File: src/rtl/sprite_blitter.sv
// Rectangle blitter: walks a request row-major, reads a latency-L sprite ROM (or fills),
// clips to the screen, applies the colour key and streams plot/x/y/color to the VGA adapter.
module sprite_blitter #(
    parameter int                 WIDTH_X        = 9,
    parameter int                 WIDTH_Y        = 9,
    parameter int                 SCREEN_X       = 320,
    parameter int                 SCREEN_Y       = 240,
    parameter int                 SIZE_W         = 7,
    parameter int                 ADDR_W         = 16,
    parameter int                 COLOR_W        = 3,
    parameter int                 MEM_LATENCY    = 1,
    parameter int                 TRANSPARENT_EN = 1,
    parameter logic [COLOR_W-1:0] TRANSPARENT    = 3'b101
) (
    input  logic               clk,
    input  logic               resetn,
    input  logic               req_valid,
    output logic               req_ready,
    input  logic [WIDTH_X-1:0] req_x0,
    input  logic [WIDTH_Y-1:0] req_y0,
    input  logic [SIZE_W-1:0]  req_w,
    input  logic [SIZE_W-1:0]  req_h,
    input  logic               req_fill,
    input  logic [COLOR_W-1:0] req_color,
    input  logic [ADDR_W-1:0]  req_base,
    output logic               rom_rd,
    output logic [ADDR_W-1:0]  rom_addr,
    input  logic [COLOR_W-1:0] rom_data,
    output logic               plot,
    output logic [WIDTH_X-1:0] x,
    output logic [WIDTH_Y-1:0] y,
    output logic [COLOR_W-1:0] color,
    output logic               busy,
    output logic               done
);

    typedef enum logic [1:0] {S_IDLE, S_SCAN, S_DRAIN} state_t;

    localparam int                DW       = $clog2(MEM_LATENCY + 1);
    localparam int                LS       = MEM_LATENCY - 1;
    localparam logic [DW-1:0]     LP_DLAST = DW'(MEM_LATENCY);
    localparam logic [WIDTH_X:0]  LP_SX    = (WIDTH_X+1)'(SCREEN_X);
    localparam logic [WIDTH_Y:0]  LP_SY    = (WIDTH_Y+1)'(SCREEN_Y);

    state_t               r_state, w_state_nx;
    logic [WIDTH_X-1:0]   r_x0;
    logic [WIDTH_Y-1:0]   r_y0;
    logic [SIZE_W-1:0]    r_w, r_h, r_cx, r_cy;
    logic                 r_fill;
    logic [COLOR_W-1:0]   r_fcol;
    logic [ADDR_W-1:0]    r_acc;
    logic [DW-1:0]        r_dcnt, w_dcnt_nx;
    logic                 r_done, r_plot;
    logic [WIDTH_X-1:0]   r_x;
    logic [WIDTH_Y-1:0]   r_y;
    logic [COLOR_W-1:0]   r_color;

    logic                 r_vld_p  [MEM_LATENCY];
    logic [WIDTH_X-1:0]   r_sx_p   [MEM_LATENCY];
    logic [WIDTH_Y-1:0]   r_sy_p   [MEM_LATENCY];
    logic                 r_inb_p  [MEM_LATENCY];
    logic                 r_fill_p [MEM_LATENCY];
    logic [COLOR_W-1:0]   r_fcol_p [MEM_LATENCY];

    logic                 w_accept, w_empty, w_row_end, w_last;
    logic [WIDTH_X:0]     w_sx;
    logic [WIDTH_Y:0]     w_sy;
    logic                 w_inb;

    function automatic logic f_visible(input logic inb, input logic fill,
                                       input logic [COLOR_W-1:0] pix);
        return inb && (fill || (TRANSPARENT_EN == 0) || (pix != TRANSPARENT));
    endfunction

    assign w_accept  = req_valid && req_ready;
    assign w_empty   = (req_w == '0) || (req_h == '0);
    assign w_row_end = (r_cx == r_w - SIZE_W'(1));
    assign w_last    = w_row_end && (r_cy == r_h - SIZE_W'(1));
    // Extra top bit keeps coordinates past the screen edge from wrapping back into view
    assign w_sx      = {1'b0, r_x0} + (WIDTH_X+1)'(r_cx);
    assign w_sy      = {1'b0, r_y0} + (WIDTH_Y+1)'(r_cy);
    assign w_inb     = (w_sx < LP_SX) && (w_sy < LP_SY);

    always_ff @(posedge clk or negedge resetn) begin
        if (!resetn) r_state <= S_IDLE;
        else         r_state <= w_state_nx;
    end

    always_comb begin
        w_state_nx = r_state;
        case (r_state)
            S_IDLE:  if (w_accept) w_state_nx = w_empty ? S_DRAIN : S_SCAN;
            S_SCAN:  if (w_last) w_state_nx = S_DRAIN;
            S_DRAIN: if (r_dcnt == LP_DLAST) w_state_nx = S_IDLE;
            default: w_state_nx = S_IDLE;
        endcase
    end

    always_comb begin
        req_ready = (r_state == S_IDLE);
        busy      = (r_state != S_IDLE);
        rom_rd    = (r_state == S_SCAN) && !r_fill;
        rom_addr  = (r_state == S_SCAN) ? r_acc : '0;
    end

    // Empty requests enter DRAIN already at the last count so done follows acceptance directly
    always_comb begin
        w_dcnt_nx = r_dcnt;
        case (r_state)
            S_IDLE:  w_dcnt_nx = LP_DLAST;
            S_SCAN:  w_dcnt_nx = '0;
            S_DRAIN: w_dcnt_nx = r_dcnt + DW'(1);
            default: w_dcnt_nx = '0;
        endcase
    end

    always_ff @(posedge clk) begin
        if (w_accept) begin
            r_x0   <= req_x0;
            r_y0   <= req_y0;
            r_w    <= req_w;
            r_h    <= req_h;
            r_fill <= req_fill;
            r_fcol <= req_color;
            r_acc  <= req_base;
            r_cx   <= '0;
            r_cy   <= '0;
        end else if (r_state == S_SCAN) begin
            r_acc <= r_acc + ADDR_W'(1);
            if (w_row_end) begin
                r_cx <= '0;
                r_cy <= r_cy + SIZE_W'(1);
            end else begin
                r_cx <= r_cx + SIZE_W'(1);
            end
        end
    end

    // Pixel stage 0 .. MEM_LATENCY-1: attributes travel alongside the outstanding ROM read
    always_ff @(posedge clk) begin
        r_sx_p[0]   <= w_sx[WIDTH_X-1:0];
        r_sy_p[0]   <= w_sy[WIDTH_Y-1:0];
        r_inb_p[0]  <= w_inb;
        r_fill_p[0] <= r_fill;
        r_fcol_p[0] <= r_fcol;
        for (int i = 1; i < MEM_LATENCY; i++) begin
            r_sx_p[i]   <= r_sx_p[i-1];
            r_sy_p[i]   <= r_sy_p[i-1];
            r_inb_p[i]  <= r_inb_p[i-1];
            r_fill_p[i] <= r_fill_p[i-1];
            r_fcol_p[i] <= r_fcol_p[i-1];
        end
    end

    always_ff @(posedge clk or negedge resetn) begin
        if (!resetn) begin
            r_dcnt  <= '0;
            r_done  <= 1'b0;
            r_plot  <= 1'b0;
            r_x     <= '0;
            r_y     <= '0;
            r_color <= '0;
            for (int i = 0; i < MEM_LATENCY; i++) r_vld_p[i] <= 1'b0;
        end else begin
            r_dcnt     <= w_dcnt_nx;
            r_done     <= (w_state_nx == S_DRAIN) && (w_dcnt_nx == LP_DLAST);
            r_vld_p[0] <= (r_state == S_SCAN);
            for (int i = 1; i < MEM_LATENCY; i++) r_vld_p[i] <= r_vld_p[i-1];
            // Output stage: ROM data lines up with the last pipeline stage
            if (r_vld_p[LS]) begin
                r_plot  <= f_visible(r_inb_p[LS], r_fill_p[LS], rom_data);
                r_x     <= r_sx_p[LS];
                r_y     <= r_sy_p[LS];
                r_color <= r_fill_p[LS] ? r_fcol_p[LS] : rom_data;
            end else begin
                r_plot <= 1'b0;
            end
        end
    end

    assign plot  = r_plot;
    assign x     = r_x;
    assign y     = r_y;
    assign color = r_color;
    assign done  = r_done;

endmodule

File: config.mk
export PLATFORM = sky130hd
export DESIGN_NAME = sprite_blitter
export DESIGN_NICKNAME = d
export VERILOG_FILES = /design/src/rtl/sprite_blitter.sv
export SDC_FILE = /design/constraint.sdc
export NUM_CORES = 1
export LEC_CHECK = 0
export BUFFER_PORTS_ARGS = -buffer_cell sky130_fd_sc_hd__buf_2
export CAP_MARGIN = 20
export CORE_MARGIN = 2
export CORE_UTILIZATION = 35
export CTS_BUF_LIST = sky130_fd_sc_hd__clkbuf_16
export CTS_CLUSTER_SIZE = 24
export DETAILED_ROUTE_END_ITERATION = 12
export SETUP_SLACK_MARGIN = 0.2
export SLEW_MARGIN = 20
export SYNTH_ARGS = -nofsm -noshare
export SYNTH_HDL_FRONTEND = slang
export SYNTH_SLANG_ARGS = --single-unit
File: constraint.sdc
create_clock -name clk -period 2.6 [get_ports clk]
set_input_delay 0.13 -clock clk [delete_from_list [all_inputs] [get_ports clk]]
set_output_delay 0.13 -clock clk [all_outputs]
set_load 0.01 [all_outputs]
Word-level counts from Yosys, hierarchy flattened. Memories as Yosys holds them, arrays and structs flattened. A register that Yosys moved wholly into a read port is not among the register bits. Index checks and enable logic that the tools add are counted.

Bits of input ports: 58. Memory bits (writable): 23. Memories kept: 5. Output and inout bits: 42. Register bits after elaboration: 75.

Mux-type cells: 12. Add/sub/neg operators: 8. Reductions and logical operators: 17. Equal/unequal tests: 6. Order comparisons: 2.

Memory list: r_sx_p (words 1, width 9, read ports 1, clocked after Yosys merged registers in 1, wr ports 1, RTL line 59) `logic [WIDTH_X-1:0] r_sx_p [MEM_LATENCY];`; r_sy_p (words 1, width 9, read ports 1, clocked after Yosys merged registers in 1, wr ports 1, RTL line 60) `logic [WIDTH_Y-1:0] r_sy_p [MEM_LATENCY];`; r_fcol_p (words 1, width 3, read ports 1, clocked after Yosys merged registers in 0, wr ports 1, RTL line 63) `logic [COLOR_W-1:0] r_fcol_p [MEM_LATENCY];`; r_fill_p (words 1, width 1, read ports 1, clocked after Yosys merged registers in 0, wr ports 1, RTL line 62) `logic r_fill_p [MEM_LATENCY];`; r_inb_p (words 1, width 1, read ports 1, clocked after Yosys merged registers in 0, wr ports 1, RTL line 61) `logic r_inb_p [MEM_LATENCY];`.

Operators by type and width (count): 16-bit two-way mux (3); 9-bit by 7-bit adder with 10-bit output (2); 16-bit by 1-bit adder with 16-bit output, second input constant (1); 7-bit by 1-bit adder with 7-bit output, second input constant (2); 7-bit equality test (2); 7-bit zero test (2); 7-bit by 1-bit subtractor with 7-bit output, second input constant (2); 10-bit by 8-bit less-than comparator with 1-bit output, second input constant (1); 10-bit by 9-bit less-than comparator with 1-bit output, second input constant (1); 2-bit two-way mux (4); 7-bit two-way mux (1); 1-bit logical AND (6); 2-bit case mux with 3 select lines (1); 2-bit equality test, second input constant (2); 2-bit nonzero test (2); 1-bit zero test (3); 3-bit two-way mux (1); 3-bit != test, second input constant (1); 2-bit by 1-bit equality test with 1-bit output, second input constant (1); 2-bit zero test (1); 1-bit logical OR (2); 1-bit case mux with 2 select lines (1); 2-bit AND reduction (1); 1-bit adder, second input constant (1); 1-bit two-way mux (1).

Depth between registers and ports, before layout.
Depth after elaboration: 7. Gate-level depth with buffers: 9.

Worst setup path before layout. OpenSTA, ideal clock, no wires.

Kind: register to register. Start: register r_state[1]. End: register r_fcol[0] (enable). Data arrival time: 2164 ps. Buffers on the path: 1. Slack: 21 ps. Data required time: 2185 ps. Period minus slack after synthesis: 2579 ps. Stages on the path, launching flop included: 5. Path through: dfrtp_1 > nor2_1 > nand2_1 > inv_1 > clkbuf_1.

Word-level cells in the longest chain between the ends: 2.

Ends and longest elaborated chain: start, declared (RTL line 45) `state_t r_state, w_state_nx;`; start signal, assigned (RTL line 86) `else r_state <= w_state_nx;`; 2-bit zero test (RTL line 100) `req_ready = (r_state == S_IDLE);`; via req_ready (RTL line 18) `output logic req_ready,`; 1-bit logical AND (RTL line 75) `assign w_accept = req_valid && req_ready;`; via w_accept (RTL line 65) `logic w_accept, w_empty, w_row_end, w_last;`; end signal, assigned (RTL line 124) `r_fcol <= req_color;`; end, declared (RTL line 50) `logic [COLOR_W-1:0] r_fcol;`.

The timed path passes the listed nets, and every way through them passes these cells. A chain may end at the register's enable or synchronous reset.

Final worst setup path.
Start: register r_y0[0]. End: memory r_inb_p[0].

Word-level cells in the longest chain between the ends: 3.

Ends and longest elaborated chain: start, declared (RTL line 47) `logic [WIDTH_Y-1:0] r_y0;`; start signal, assigned (RTL line 120) `r_y0 <= req_y0;`; 9-bit by 7-bit adder with 10-bit output (RTL line 81) `assign w_sy = {1'b0, r_y0} + (WIDTH_Y+1)'(r_cy);`; via w_sy[8] (RTL line 67) `logic [WIDTH_Y:0] w_sy;`; 10-bit by 8-bit less-than comparator with 1-bit output (RTL line 82) `assign w_inb = (w_sx < LP_SX) && (w_sy < LP_SY);`; 1-bit logical AND (RTL line 82); via w_inb (RTL line 68) `logic w_inb;`; end, declared (RTL line 61).

The timed path passes the listed nets, and every way through them passes these cells.

==> results.py <==
metrics = {
    "run_status": {
        "status": "complete, no violations",
    },
    "routing": {
        "vias": 3933,
        "via_per_inst": 4.84,
        "detail_route.wirelength_um": 11600,
        "drt_first_iter_violations": 208,
        "routed_wire_length_per_instance_um": 14.2,
        "first_pass_detailed_route_iteration_total": 4,
        "detail_route_antenna_nets": 0,
        "drc": 0,
    },
    "worst_setup_path": {
        "critical-path-max-stage-delay_ns": 0.38,
        "rr_startpoint": "r_y0[0]",
        "timing.critical_path.to": "r_inb_p[0]",
        "crit_path_top_delay_cell": "edfxtp_1",
        "endpoint_kind_of_the_worst_setup_timing_path": "register",
        "cp.required_ns": 2.93,
        "startpoint": "r_y0[0]",
        "critical_path_arrival_ns": 2.67,
        "timing.setup.critical_path_class": "reg -> reg",
        "timing.reg2reg.worst_path_depth": 8,
        "cp_max_fo": 3,
        "rrSetupSlack_ns": 0.26,
        "timing.critical_path.cells": "ha_1 > fa_2 > a211oi_2 > o21bai_1 > o311a_1 > xor2_1 > or2_2 > a211oi_1",
        "setup.worst_path.start_class": "register",
        "regToRegEndpoint": "r_inb_p[0]",
    },
    "global_route": {
        "grt_max_degree": 76,
        "grt.total_usage_pct": 15.0,
        "antenna_found_initial": 0,
        "overflow": 0,
        "grt_pass1_wl_um": 18700,
        "first_global_vias": 3867,
    },
    "synthesis": {
        "synthCells": 452,
        "synth_sequential_area_ratio_pct": 56.5,
        "avgSynthCellArea_sq_um": 11.7,
        "async_reset_ff_share_pct": 23.3,
        "synth.lib_cells_used.distinct": 54,
        "post_synth_instance_area_sq_um": 5270,
        "synth_enable_flop_cells": 52,
        "yosys_warnings": 0,
        "yosys_register_bits": 116,
        "ys.flop_type": "edfxtp_1",
        "synthesis.nets": 531,
    },
    "clock_tree": {
        "number_of_buffers_added_by_the_clock_tree_synthesis_step": 17,
        "cts_root_buffer": "clkbuf_16",
        "cts_sinks": 116,
        "cts.repair_timing.setup_buffer_count": 0,
        "cts_buffer_depth": 2,
        "htree_levels": 4,
        "worstSkewPairLatency_ns": 0.41,
        "tritoncts": "done",
        "cts.clk_slew.worst_paths_ns": 0.06,
    },
    "floorplanning": {
        "initial_core_util_pct": 36.0,
        "floorplan_die_width_um": 127,
        "chipHeight_um": 127,
        "floorplan.die_area_sq_um": 16000,
        "row_count": 44,
        "ioPinCount": 100,
        "core_area_sq_um": 14600,
    },
    "place": {
        "port-buffer-count": 99,
        "place.detailed.hpwl_um": 8110,
        "placer_congestion": 0.823,
    },
    "pwr": {
        "pwr_density_cell_nw_per_um2": 1080,
        "ir_drop_mv": 0.520,
        "p_leak_nw": 2.97,
    },
    "timing": {
        "finalSetupViolCount": 0,
        "max_freq_ghz": 0.427,
        "max-slew-margin-rel_pct": 41.1,
        "worst_slew_pin_slew_ns": 0.884,
        "final_clock_period_utilization_by_the_worst_path_pct": 90.1,
        "clock-skew-final_ns": 0.00813,
        "report.final.slew_viol_count": 0,
        "hold_violations": 0,
        "finalWorstPathRequiredPeriod_ns": 2.34,
        "totalNegativeSetupSlack_ns": 0,
        "grt_setup_unrepaired": "no",
    },
    "run": {
        "maxCapViolations": 0,
    },
    "cells_and_area": {
        "layout-drive-gt1-share_pct": 26.4,
        "nets": 694,
        "fillCellCount": 1317,
        "area.growth.synth_to_final_pct": 34.9,
        "antenna_cells_inserted": 0,
        "finalCoreUtilization_pct": 48.5,
    },
    "worst_hold_path": {
        "hold_path_class": "in -> reg",
    },
}
[cells in the mapped netlist (12+ instances only)]
cell type	instances	area share (%)
a21oi_1	21	2.0
and2_1	19	2.3
dfrtp_1	27	13
dfxtp_1	37	14
edfxtp_1	52	30
ha_1	19	4.5
inv_1	20	1.4
mux2_2	20	4.3
nand2_1	37	2.6
nand3_1	12	1.1
nor2_1	23	1.6
o21ai_0	24	2.3
xnor2_1	21	3.5
xor2_1	27	4.5
[report_power, final]
part / leakage (nW) / internal (mW) / switching [mW]
clock network: 0.296 / 1.44 / 0.854
registers: 1.13 / 2.56 / 0.503
logic: 1.54 / 1.18 / 1.13
[critical path, delay by kind of cell (launching register included)]
kind / cells / cell delay, ns
XOR/XNOR: 1 / 0.15
flip-flops: 1 / 0.38
AO/OA/AOI/OAI: 4 / 0.83
AND/OR/NAND/NOR: 1 / 0.29
adder cells (fa/ha/maj): 2 / 0.62
[cell type report]
cell class	instances	area, sq um	share of cell area [%]
clock buffers	19	475	6.69
multi-input cells	306	2180	30.6
inverters	20	75.1	1.06
flip-flops and latches	116	2980	41.9
repair buffers	154	1050	14.8
well taps	184	230	3.24
clock inverters	13	121	1.71
[layout by cell type (no fill, tap or decap), types with 9 or more instances in the layout]
cell | Yosys | final
o21ai_0 | 24 | 24
and2_1 | 19 | 19
ha_1 | 19 | 19
a21oi_1 | 21 | 21
dfrtp_1 | 27 | 27
nor2_1 | 23 | 23
dfxtp_1 | 37 | 37
buf_2 | 0 | 99
xor2_1 | 27 | 27
edfxtp_1 | 52 | 52
inv_1 | 20 | 20
nor3_1 | 9 | 9
dlygate4sd3_1 | 0 | 51
mux2_2 | 20 | 20
nand3_1 | 12 | 12
xnor2_1 | 21 | 21
nand4_1 | 9 | 9
clkbuf_16 | 0 | 19
nand2_1 | 37 | 37
[state kept, by name (all words and copies together) (netlist names), 2 cells and up]
| register | flops |
|---|---|
| r_h | 7 |
| color | 3 |
| r_sy_p | 9 |
| r_fcol_p | 3 |
| r_cx | 7 |
| r_y0 | 9 |
| r_fcol | 3 |
| r_cy | 7 |
| r_state | 2 |
| r_acc | 16 |
| r_x0 | 9 |
| r_w | 7 |
| x | 9 |
| y | 9 |
| r_sx_p | 9 |
[cell families (layout without fill, tap and decap cells)]
group,Yosys count,in the layout,share of synthesized area (%)
AO/OA/AOI/OAI,78,78,9.34
XOR/XNOR,48,48,7.98
adder cells (fa/ha/maj),21,21,5.27
buffers and inverters,30,206,2.28
flip-flops,116,116,56.5
multiplexers,24,24,5.04
AND/OR/NAND/NOR,135,135,13.5
[stage by stage]
| stage | setup WS, ns | instance area (sq um) | hold WS (ns) | instances | power [mW] |
|---|---|---|---|---|---|
| 6_report | 0.258 | 7100 | 0.0191 | 812 | 7.67 |
| 5_1_grt | 0.209 | 7100 | 0.0157 | 812 | 8.19 |
| 4_1_cts | 0.235 | 7100 | 0.0133 | 812 | 7.74 |
| 3_5_place_dp | 0.191 | 5990 | 0.206 | 729 | 5.35 |
| 3_3_place_gp | 0.223 | 5990 | 0.195 | 729 | 5.26 |
| 2_1_floorplan | 0.327 | 5270 | -0.166 | 452 | 4.57 |
[worst min-delay path by stage]
stage	end	cells after the start	slack [ns]	from
after detailed placement	r_state[1]	1	0.21	resetn
after global routing	r_acc[8]	3	0.02	req_base[8]
after floorplan	color[0]	0	-0.17	resetn
final	r_acc[6]	3	0.02	req_base[6]
after CTS	r_acc[6]	3	0.01	req_base[6]
after global placement	r_state[0]	1	0.19	resetn
[routing by layer]
| layer | vias to the layer above | track usage (%) | part of all wire [%] |
|---|---|---|---|
| met5 | - | 0 | 0 |
| li1 | 1961 | - | - |
| met3 | 30 | 4.18 | 4.6 |
| met2 | 106 | 25.0 | 48 |
| met4 | 0 | 8.53 | 3.3 |
| met1 | 1836 | 17.6 | 44 |
[what timing repair did]
item,in CTS,in global routing
endpoints found under the hold margin,76,0
hold buffers,51,0
endpoints found under the setup margin,1,1
resized for setup,1,1
gates cloned,0,0
pin swaps,0,0
No activity file was read; power rests on OpenSTA's default activity.
